--- config.mk ---
export PLATFORM = sky130hd
export DESIGN_NAME = b_resolve_queue
export DESIGN_NICKNAME = d
export VERILOG_FILES = /design/src/rtl/b_resolve_queue.sv
export SDC_FILE = /design/constraint.sdc
export NUM_CORES = 1
export LEC_CHECK = 0
export CAP_MARGIN = 25
export CORE_UTILIZATION = 40
export CTS_CLUSTER_SIZE = 40
export DETAILED_ROUTE_END_ITERATION = 10
export PLACE_DENSITY = 0.82
export RECOVER_POWER = 50
export SLEW_MARGIN = 0
export SYNTH_ARGS = -nofsm -noshare
export SYNTH_HDL_FRONTEND = slang
export SYNTH_SLANG_ARGS = --single-unit
export TNS_END_PERCENT = 5
--- constraint.sdc ---
create_clock -name fire -period 8.5 [get_ports fire]
set_input_delay 1.7 -clock fire [delete_from_list [all_inputs] [get_ports fire]]
set_output_delay 1.7 -clock fire [all_outputs]
set_load 0.05 [all_outputs]
--- src/rtl/b_resolve_queue.sv ---
// rtl/b_resolve_queue.sv - in-order B-branch resolve queue with mispredict recovery tuple
// Optional PC check on resolve: define B_RESOLVE_QUEUE_PC_CHECK_EN.
module b_resolve_queue #(
    parameter int DEPTH = 16,
    parameter int PC_W  = 32,
    parameter int SLOTS = 4
) (
    input  logic                  fire,
    input  logic                  rst,
    input  logic [SLOTS-1:0]      i_pushValid_4,
    input  logic [SLOTS-1:0]      i_pushTaken_4,
    input  logic [SLOTS*PC_W-1:0] i_pushPc_128,
    output logic                  o_pushReady,
    input  logic                  i_resolveValid,
    input  logic                  i_resolveTaken,
    input  logic [PC_W-1:0]       i_resolvePc_32,
    output logic [7:0]            o_pendingB_8,
    output logic                  o_mispredict,
    output logic [7:0]            o_recoverPendingB_8,
    output logic                  o_correctTaken,
    output logic                  o_error
);
    localparam int AW = $clog2(DEPTH);

    logic [AW:0]   wr_q, wr_d, rd_q, rd_d;
    logic          mispredict_q, mispredict_d;
    logic [7:0]    recover_q, recover_d;
    logic          correct_q, correct_d;
    logic          error_q, error_d;
    logic          taken_mem_q [DEPTH];

    logic [AW:0]   count;
    logic [AW:0]   push_cnt;
    logic [AW:0]   slot_ofs [SLOTS];
    logic [AW-1:0] wr_idx [SLOTS];
    logic [AW-1:0] head_idx;
    logic          res_act, res_mis, overflow, do_push, empty_res, pc_err;

    assign count       = wr_q - rd_q;
    assign head_idx    = rd_q[AW-1:0];
    assign o_pushReady = (count <= (AW+1)'(DEPTH - SLOTS));

    // Valid slots are packed in slot order: each one lands after the valid slots before it.
    always_comb begin
        push_cnt = '0;
        for (int k = 0; k < SLOTS; k++) begin
            slot_ofs[k] = push_cnt;
            wr_idx[k]   = wr_q[AW-1:0] + push_cnt[AW-1:0];
            if (i_pushValid_4[k]) begin
                push_cnt = push_cnt + (AW+1)'(1);
            end
        end
    end

    assign res_act   = i_resolveValid && (count != '0);
    assign res_mis   = res_act && (taken_mem_q[head_idx] != i_resolveTaken);
    assign empty_res = i_resolveValid && (count == '0);
    assign overflow  = (|i_pushValid_4) && !o_pushReady;
    // A mispredict in the same cycle makes the incoming group wrong-path.
    assign do_push   = o_pushReady && !res_mis;

`ifdef B_RESOLVE_QUEUE_PC_CHECK_EN
    logic [PC_W-1:0] pc_mem_q [DEPTH];

    assign pc_err = res_act && (i_resolvePc_32 != pc_mem_q[head_idx]);

    always_ff @(posedge fire) begin
        if (do_push) begin
            for (int k = 0; k < SLOTS; k++) begin
                if (i_pushValid_4[k]) begin
                    pc_mem_q[wr_idx[k]] <= i_pushPc_128[k*PC_W +: PC_W];
                end
            end
        end
    end
`else
    logic unused_pc;

    assign unused_pc = ^{i_pushPc_128, i_resolvePc_32};
    assign pc_err    = 1'b0;
`endif

    always_ff @(posedge fire) begin
        if (do_push) begin
            for (int k = 0; k < SLOTS; k++) begin
                if (i_pushValid_4[k]) begin
                    taken_mem_q[wr_idx[k]] <= i_pushTaken_4[k];
                end
            end
        end
    end

    always_comb begin
        wr_d         = wr_q;
        rd_d         = rd_q;
        mispredict_d = res_mis;
        recover_d    = recover_q;
        correct_d    = correct_q;
        error_d      = error_q | overflow | empty_res | pc_err;
        if (do_push) begin
            wr_d = wr_q + push_cnt;
        end
        if (res_mis) begin
            rd_d      = wr_q;
            recover_d = 8'(count);
            correct_d = i_resolveTaken;
        end else if (res_act) begin
            rd_d = rd_q + (AW+1)'(1);
        end
    end

    always_ff @(posedge fire or negedge rst) begin
        if (!rst) begin
            wr_q         <= '0;
            rd_q         <= '0;
            mispredict_q <= 1'b0;
            recover_q    <= '0;
            correct_q    <= 1'b0;
            error_q      <= 1'b0;
        end else begin
            wr_q         <= wr_d;
            rd_q         <= rd_d;
            mispredict_q <= mispredict_d;
            recover_q    <= recover_d;
            correct_q    <= correct_d;
            error_q      <= error_d;
        end
    end

    assign o_pendingB_8        = 8'(count);
    assign o_mispredict        = mispredict_q;
    assign o_recoverPendingB_8 = recover_q;
    assign o_correctTaken      = correct_q;
    assign o_error             = error_q;
endmodule

==> reports/metrics.cfg, run 1 <==
[status]
status=finished with violations
violations=max-capacitance violations, max-slew violations

[yosys]
synth-seq-cells=34
synth_area_leaders=edfxtp_1, dfrtp_1, ha_1
synth_adder_area_share_pct=8.93
syn_area_per_cell_sq_um=8.26
yosysSeqAreaShare_pct=26.2
async_flop_share_pct=52.9
ys_top_cells_by_count=nand2_1, nand3_1, nor2_1
synth_compound_area_share_pct=17.1
synth-edff-count=16
ys.warnings.count=0
syn_area_sq_um=3560
synth_top_area_share_pct=13.5
synthDistinctLibCells=60
syn_inst=431
synth_xor_area_share_pct=5.17
synth_most_common_cell=nand2_1
synth-simple-area-share_pct=28.0
synth_top_family_by_area=simple AND/OR/NAND/NOR gates
synth_flop_cell=dfrtp_1
synth.mux.area_fraction_pct=7.14
yosysTopAreaCell=edfxtp_1

[final_layout]
fin_nets=633
drive_gt1_share_pct=6.83
final_cell_area_sq_um=3920
fill_cells=857
syn_to_final_growth_pct=9.98
antenna_cells=0

[detailed_routing]
dr.pass1.iters=5
viasPerCell=6.59
post-route-drc-count=0
vias=3606
drt_wl_total_microns=11600
routedWlPerCell_microns=21.1
drt_iter0_drc=512
postRouteAntennaNets=0

[sta]
fmax_mhz=139
setup_viol_count_final=0
finalCritPeriodShare_pct=84.7
slew_headroom_pct=-6.79
period_needed_ns=7.20
holdWs_ns=0.477
hold_viol=0
rsz0062_at_grt=no
finClkSkew_ns=0.0130
tightest_slew_ns=1.60
slew_viol_final=29
final.setup.tns_ns=0

[floorplanning]
core_area_sq_um=8680
io_pins=192
die_w_microns=96.3
fp.dieH_microns=96.3
rows=34
die-area_sq_um=9280
initial_core_util_pct=41.0

[global_route]
gr-total-overflow=0
grt_usage_pct=26.9
grt_pass1_wl_microns=18400
grt_pass1_vias=3356
grt_max_degree=32
antenna_found_initial=0

[worst_setup_path]
worst_ep_required_time_ns=6.80
arrival_ns=5.50
crit_fanout=28
critical_path_class=reg -> out
r2r_end=taken_mem_q[2]$_DFFE_PP_
slowest_stage=clkbuf_1
cp-start-kind=flop
r2r_cells=10
critPathMaxStageDelay_ns=1.17
crit_chain=inv_1, fa_1, xnor2_1, nand2_1, o21ai_0, clkbuf_1, inv_1, clkdlybuf4s50_1
critPathCaptureType=output port
cpMostUsedCell=inv_1
timing.rr.start=wr_q[1]$_DFFE_PN0N_
r2r_slack_ns=2.09

[min_path]
whs_path_depth=2
hp-start=o_recoverPendingB_8[2]$_DFFE_PN0P_
worstHoldPathType=reg -> reg
holdPathEnd=o_recoverPendingB_8[2]$_DFFE_PN0P_

[cts]
cts-hold-fix-buffers=0
cts_resized=0
clkSinkCount=34
clkLatencyLatePin_ns=0.30
htreeDepth=2
cts_tree=built
clock_path_buffers=2
path_clk_slew_ns=0.08
cts_root_buffer=clkbuf_8
post_cts_buffers=0
cts_inserted_buffers=5

[placed_design]
gp_congestion=0.993
portBuffers=25
hpwl_microns=8320
placed_area_sq_um=3810

[job]
maxCapViolCount=1

## per-layer routing
| layer | up-vias | share of wire [%] | track usage [%] |
|---|---|---|---|
| li1 | 1615 | - | - |
| met1 | 1692 | 42 | 38.0 |
| met2 | 263 | 43 | 40.1 |
| met3 | 36 | 11 | 5.21 |
| met4 | 0 | 3.1 | 10.8 |
| met5 | - | 0 | 0 |
## final cells by class
cell class	count	area [sq um]	area share [%]
Sequential cell	34	931	23.8
Multi-Input combinational cell	345	2390	60.9
Tap cell	108	135	3.45
Clock buffer	8	111	2.84
Inverter	26	97.6	2.49
Timing Repair Buffer	26	254	6.49
## worst max-delay path: cells and delay by family, from the launching register on
kind / cells / cell delay [ns]
buffers and inverters: 4 / 3.26
XOR/XNOR: 1 / 0.41
flip-flops: 1 / 0.74
AO/OA/AOI/OAI: 1 / 0.18
adder cells (fa/ha/maj): 1 / 0.51
AND/OR/NAND/NOR: 1 / 0.08
## flip-flops by register name (all words and copies together), names as in the netlist
signal and cells:
o_correctTaken 1, taken_mem_q 16, rd_q 5, o_recoverPendingB_8 5
wr_q 5, o_error 1, o_mispredict 1
## per-stage QoR
step           utilization (%)  setup WS [ns]  cells
6_report                  45.1           1.30    547
5_1_grt                   45.1           1.12    547
4_1_cts                   45.2           2.22    547
3_5_place_dp              43.9           2.59    539
3_3_place_gp              43.9           2.58    539
2_1_floorplan                -           3.41    437
## cell usage in the layout (no fill, tap or decap), types with 3 or more instances in the layout
cell type	count
a211oi_1	3
a21o_1	3
a21oi_1	13
a22oi_1	7
a311oi_1	5
a31o_2	4
a31oi_1	6
and2_1	4
and3_1	7
clkbuf_8	6
clkdlybuf4s50_1	14
conb_1	7
dfrtp_1	18
dlygate4sd3_1	11
edfxtp_1	16
fa_1	4
ha_1	19
inv_1	24
mux2i_1	13
mux4_2	5
nand2_1	46
nand2b_1	6
nand3_1	27
nand4_1	13
nor2_1	26
nor3_1	13
nor3b_1	4
nor4_1	15
nor4_2	7
o21ai_0	18
o22ai_1	11
or2_2	3
or4_1	5
xnor2_1	10
xor2_1	11
## worst max-delay path by stage
| stage | startpoint | to | slack, ns | cells past startpoint |
|---|---|---|---|---|
| 3_5_place_dp | wr_q[1]$_DFFE_PN0N_ | o_pushReady | 2.59 | 9 |
| 3_3_place_gp | wr_q[1]$_DFFE_PN0N_ | o_pushReady | 2.58 | 9 |
| 5_1_grt | wr_q[1]$_DFFE_PN0N_ | o_pushReady | 1.12 | 8 |
| 2_1_floorplan | wr_q[1]$_DFFE_PN0N_ | o_pushReady | 3.41 | 8 |
| 4_1_cts | wr_q[1]$_DFFE_PN0N_ | o_pushReady | 2.22 | 9 |
| 6_report | wr_q[1]$_DFFE_PN0N_ | o_pushReady | 1.30 | 8 |
## logic make-up (layout without fill, tap and decap cells)
family	after synthesis	in the layout
other	1	7
XOR/XNOR	21	21
buffers and inverters	58	60
AND/OR/NAND/NOR	185	185
AO/OA/AOI/OAI	90	90
adder cells (fa/ha/maj)	23	23
multiplexers	19	19
flip-flops	34	34
Power of run 1 is left out: the tool's default activity adds up to more than one toggle a clock period on the data nets, which glitch-free logic cannot reach.
==> run 2, diff against run 1 <==
==> constraint.sdc (replaced) <==
create_clock -name fire -period 7 [get_ports fire]
set_input_delay 1.4 -clock fire [delete_from_list [all_inputs] [get_ports fire]]
set_output_delay 1.4 -clock fire [all_outputs]
set_load 0.05 [all_outputs]
==> run 2 against run 1 <==
The run now ends clean. Global-route usage is 0.65 points lower. Highest routed layer unchanged. Core utilization is 0.072 points higher. Critical endpoint is now taken_mem_q[2]$_DFFE_PP_. Hold slack worse by 0.0016 ns. Clock skew is 0.0050 ns higher. Via count hardly changed. Critical path type is now reg -> reg. Critical path depth is 3 higher. Setup slack better by 0.051 ns.
==> reports/metrics.cfg, run 2 (synthesized netlist as in run 1, its figures left out) <==
[status]
status=complete, no violations

[final_layout]
antenna_cells=0
mostFrequentLayoutCells=nand2_1, nand3_1, nor2_1, inv_1, ha_1
drive_gt1_share_pct=7.92
largest_register_ffs=16
syn_to_final_growth_pct=10.2
final_common_cell=nand2_1
seq_area_sq_um=931
multiInputGateArea_sq_um=2390
fin_nets=636
fill_cells=876

[cts]
path_clk_slew_ns=0.08
cts_root_buffer=clkbuf_8
cts_tree=built
htreeDepth=2
post_cts_buffers=0
cts_inserted_buffers=5
clock_path_buffers=2
clkSinkCount=34
cts-hold-fix-buffers=0
cts_resized=0
clkLatencyLatePin_ns=0.30

[sta]
final.setup.tns_ns=0
finalCritPeriodShare_pct=80.7
fmax_mhz=177
slew_headroom_pct=22.2
rsz0062_at_grt=no
hold_viol=0
period_needed_ns=5.65
setup_viol_count_final=0
finClkSkew_ns=0.0180
tightest_slew_ns=1.16
slew_viol_final=0

[min_path]
worstHoldPathType=reg -> reg
holdPathEnd=o_recoverPendingB_8[2]$_DFFE_PN0P_
hp-start=o_recoverPendingB_8[2]$_DFFE_PN0P_
whs_path_depth=2

[detailed_routing]
wl_met3_microns=1240
viasPerCell=6.56
dr.pass1.iters=6
wl_met2_microns=4890
drt_wl_total_microns=11300
drt_iter0_drc=528
met1_length_microns=4820
highest_layer=met4
postRouteAntennaNets=0
post-route-drc-count=0
vias=3608
routedWlPerCell_microns=20.6

[floorplanning]
initial_core_util_pct=41.0
io_pins=192
die-area_sq_um=9280
rows=34
die_w_microns=96.3
fp.dieH_microns=96.3
core_area_sq_um=8680

[global_route]
antenna_found_initial=0
grt_pass1_vias=3312
grt_max_degree=32
grt_pass1_wl_microns=18000
grt_usage_pct=26.3
gr-total-overflow=0

[placed_design]
hpwl_microns=8280
gp_congestion=0.991
portBuffers=25

[worst_setup_path]
slowest_stage=nor4_1
r2r_end=taken_mem_q[2]$_DFFE_PP_
cp_num_buf_inv=3
critPathCaptureType=flop
critical_path_class=reg -> reg
cpMostUsedCell=inv_1
timing.rr.start=wr_q[1]$_DFFE_PN0N_
crit_fanout=31
cp-start-kind=flop
crit_chain=inv_1, fa_1, nand2b_1, a21oi_1, xor2_1, clkbuf_1, a311o_2, inv_1, nor4_1, a221oi_1, o21ai_0
critPathTopFamily=buffers and inverters
r2r_slack_ns=1.35
worst_ep_required_time_ns=6.95
arrival_ns=5.60
r2r_cells=11
critPathMaxStageDelay_ns=1.11

[job]
maxCapViolCount=0

[run 2: worst min-delay path, delay by kind of cell, from the launching register on]
kind | cells | cell delay, ns
AND/OR/NAND/NOR | 2 | 0.11
flip-flops | 1 | 0.34
[run 2: through the flow]
stage          worst slack [ns]  hold WS [ns]  area, sq um  cells  utilization [%]
2_1_floorplan              2.21         0.486         3580    437                -
5_1_grt                   0.956         0.512         3920    550             45.2
3_3_place_gp               1.93         0.459         3830    542             44.2
3_5_place_dp               1.80         0.466         3830    542             44.2
4_1_cts                    1.88         0.487         3930    550             45.3
6_report                   1.35         0.476         3920    550             45.2
[run 2: layout make-up]
| class | count | area share, % |
|---|---|---|
| tap | 108 | 3.45 |
| multi-input combinational | 345 | 61.0 |
| timing repair buffer | 29 | 6.96 |
| clock inverter | 2 | 0.287 |
| clock buffer | 6 | 2.11 |
| inverter | 26 | 2.49 |
| sequential | 34 | 23.7 |
[run 2: routing by layer]
layer  vias to the layer above  GRT usage (%)
li1                       1623              -
met4                         0           10.3
met5                         -              0
met2                       232           40.0
met3                        39           4.90
met1                      1714           36.6
[run 2: how the worst max path moves through the flow]
stage,from,slack (ns),endpoint,cells after the start
2_1_floorplan,wr_q[1]$_DFFE_PN0N_,2.21,o_pushReady,8
3_3_place_gp,i_pushValid_4[0],1.93,taken_mem_q[12]$_DFFE_PP_,12
3_5_place_dp,i_pushValid_4[0],1.80,taken_mem_q[12]$_DFFE_PP_,12
4_1_cts,wr_q[1]$_DFFE_PN0N_,1.88,o_pushReady,10
5_1_grt,wr_q[1]$_DFFE_PN0N_,0.96,taken_mem_q[0]$_DFFE_PP_,11
6_report,wr_q[1]$_DFFE_PN0N_,1.35,taken_mem_q[2]$_DFFE_PP_,11
Power of run 2 is left out for the same reason.
==> run 3, diff against run 2 <==
--- a/config.mk
+++ b/config.mk
@@ -6,10 +6,10 @@
 export NUM_CORES = 1
 export LEC_CHECK = 0
 export CAP_MARGIN = 25
-export CORE_UTILIZATION = 40
+export CORE_UTILIZATION = 36
 export CTS_CLUSTER_SIZE = 40
 export DETAILED_ROUTE_END_ITERATION = 10
-export PLACE_DENSITY = 0.82
+export PLACE_DENSITY = 0.78
 export RECOVER_POWER = 50
 export SLEW_MARGIN = 0
 export SYNTH_ARGS = -nofsm -noshare
==> constraint.sdc (replaced) <==
create_clock -name fire -period 4.71 [get_ports fire]
set_input_delay 0.942 -clock fire [delete_from_list [all_inputs] [get_ports fire]]
set_output_delay 0.942 -clock fire [all_outputs]
set_load 0.05 [all_outputs]
==> run 3 against run 2 <==
Clock skew down 0.0063 ns. Global-route usage is 3.4 points lower. Core utilization shrank 1.6 points. Largest cell class unchanged.
==> reports/metrics.cfg, run 3 (synthesized netlist as in run 1, its figures left out) <==
[global_route]
gr-total-overflow=0
antenna_found_initial=0
grt_usage_pct=22.8
use_met3_pct=3.86
met1_usage_pct=30.2
busiest_layer=met2
grt_pass1_wl_microns=17900
grt_max_degree=32
grt_util_met2_pct=36.4
grt_pass1_vias=3480

[worst_setup_path]
slowest_stage=nor2_2
critPathCaptureType=flop
r2r_end=taken_mem_q[13]$_DFFE_PP_
timing.rr.start=rd_q[2]$_DFFE_PN0P_
worst_ep_required_time_ns=4.72
r2r_slack_ns=0.49
cp-start-kind=flop
critPathMaxStageDelay_ns=0.77
crit_chain=mux4_2, mux4_2, xnor2_1, clkbuf_1, a311o_2, inv_2, nor2_2, o21ai_0, nand3_1
critPathTopFamily=multiplexers
r2r_cells=9
cp_num_buf_inv=2
crit_fanout=31
arrival_ns=4.23
cpMostUsedCell=mux4_2
critical_path_class=reg -> reg

[sta]
setup_viol_count_final=0
tightest_slew_ns=0.871
finClkSkew_ns=0.0117
rsz0062_at_grt=no
fmax_mhz=237
finalCritPeriodShare_pct=89.6
final.setup.tns_ns=0
period_needed_ns=4.22
hold_viol=0
slew_viol_final=0
slew_headroom_pct=41.9

[cts]
path_clk_slew_ns=0.08
htreeDepth=2
clock_path_buffers=2
cts_root_buffer=clkbuf_8
cts_inserted_buffers=5
cts_resized=0
clkSinkCount=34
post_cts_buffers=0
cts_tree=built
clkLatencyLatePin_ns=0.30
cts-hold-fix-buffers=0

[floorplanning]
rows=35
core_area_sq_um=9420
io_pins=192
die-area_sq_um=10300
initial_core_util_pct=37.8
die_w_microns=101
fp.dieH_microns=101

[detailed_routing]
routedWlPerCell_microns=18.6
vias=3633
dr.pass1.iters=6
postRouteAntennaNets=0
drt_wl_total_microns=10900
drt_iter0_drc=479
post-route-drc-count=0
viasPerCell=6.19

[min_path]
whs_path_depth=2
hp-start=o_correctTaken$_DFFE_PN0P_
holdPathEnd=o_correctTaken$_DFFE_PN0P_
worstHoldPathType=reg -> reg

[job]
maxCapViolCount=0

[final_layout]
antenna_cells=0
final_common_cell=nand2_1
mostFrequentLayoutCells=nand2_1, nand3_1, nor2_1, inv_1
drive_gt1_share_pct=11.6
largest_register_ffs=16
syn_to_final_growth_pct=15.3
fin_nets=652

[placed_design]
hpwl_microns=8190
portBuffers=25
gp_congestion=1.02

[status]
status=complete, no violations

[run 3: worst register-to-register path, delay by kind of cell (launching register included)]
kind	cells	cell delay, ns
compound gates	2	0.55
xor+xnor	1	0.14
buf+inv	2	0.67
flops	1	0.57
mux	2	1.06
simple gates	2	0.94
[run 3: cell type report]
cell class,count,area (sq um)
fill,967,5310
multi-input combinational,345,2390
sequential,34,931
timing repair buffer,45,390
tap,129,161
inverter,26,97.6
clock buffer,6,93.8
clock inverter,2,38.8
[run 3: worst max path at each step]
stage / startpoint / endpoint / slack, ns / cells after the start
after detailed placement: i_pushValid_4[0] / taken_mem_q[8]$_DFFE_PP_ / 0.32 / 12
after global routing: rd_q[2]$_DFFE_PN0P_ / taken_mem_q[0]$_DFFE_PP_ / 0.20 / 9
after floorplan: wr_q[1]$_DFFE_PN0N_ / o_pushReady / 0.38 / 8
final: rd_q[2]$_DFFE_PN0P_ / taken_mem_q[13]$_DFFE_PP_ / 0.49 / 9
after global placement: i_pushValid_4[0] / taken_mem_q[14]$_DFFE_PP_ / 0.30 / 12
after CTS: wr_q[0]$_DFFE_PN0N_ / o_pendingB_8[4] / 0.62 / 8
[run 3: routing by layer]
layer	vias to the layer above	share of wire, %
li1	1656	-
met1	1675	42
met2	258	44
met3	44	10
met4	0	4.1
met5	-	0
[run 3: stage by stage]
| step | util (%) | setup slack, ns | instances | area, sq um | hold slack (ns) |
|---|---|---|---|---|---|
| finish | 43.6 | 0.490 | 587 | 4100 | 0.473 |
| detailed placement | 42.3 | 0.323 | 579 | 3980 | 0.465 |
| global route | 43.6 | 0.200 | 587 | 4100 | 0.494 |
| CTS | 43.7 | 0.618 | 587 | 4110 | 0.483 |
| global placement | 42.3 | 0.299 | 579 | 3980 | 0.463 |
| floorplan | - | 0.380 | 437 | 3580 | 0.486 |
Power of run 3 is left out for the same reason.
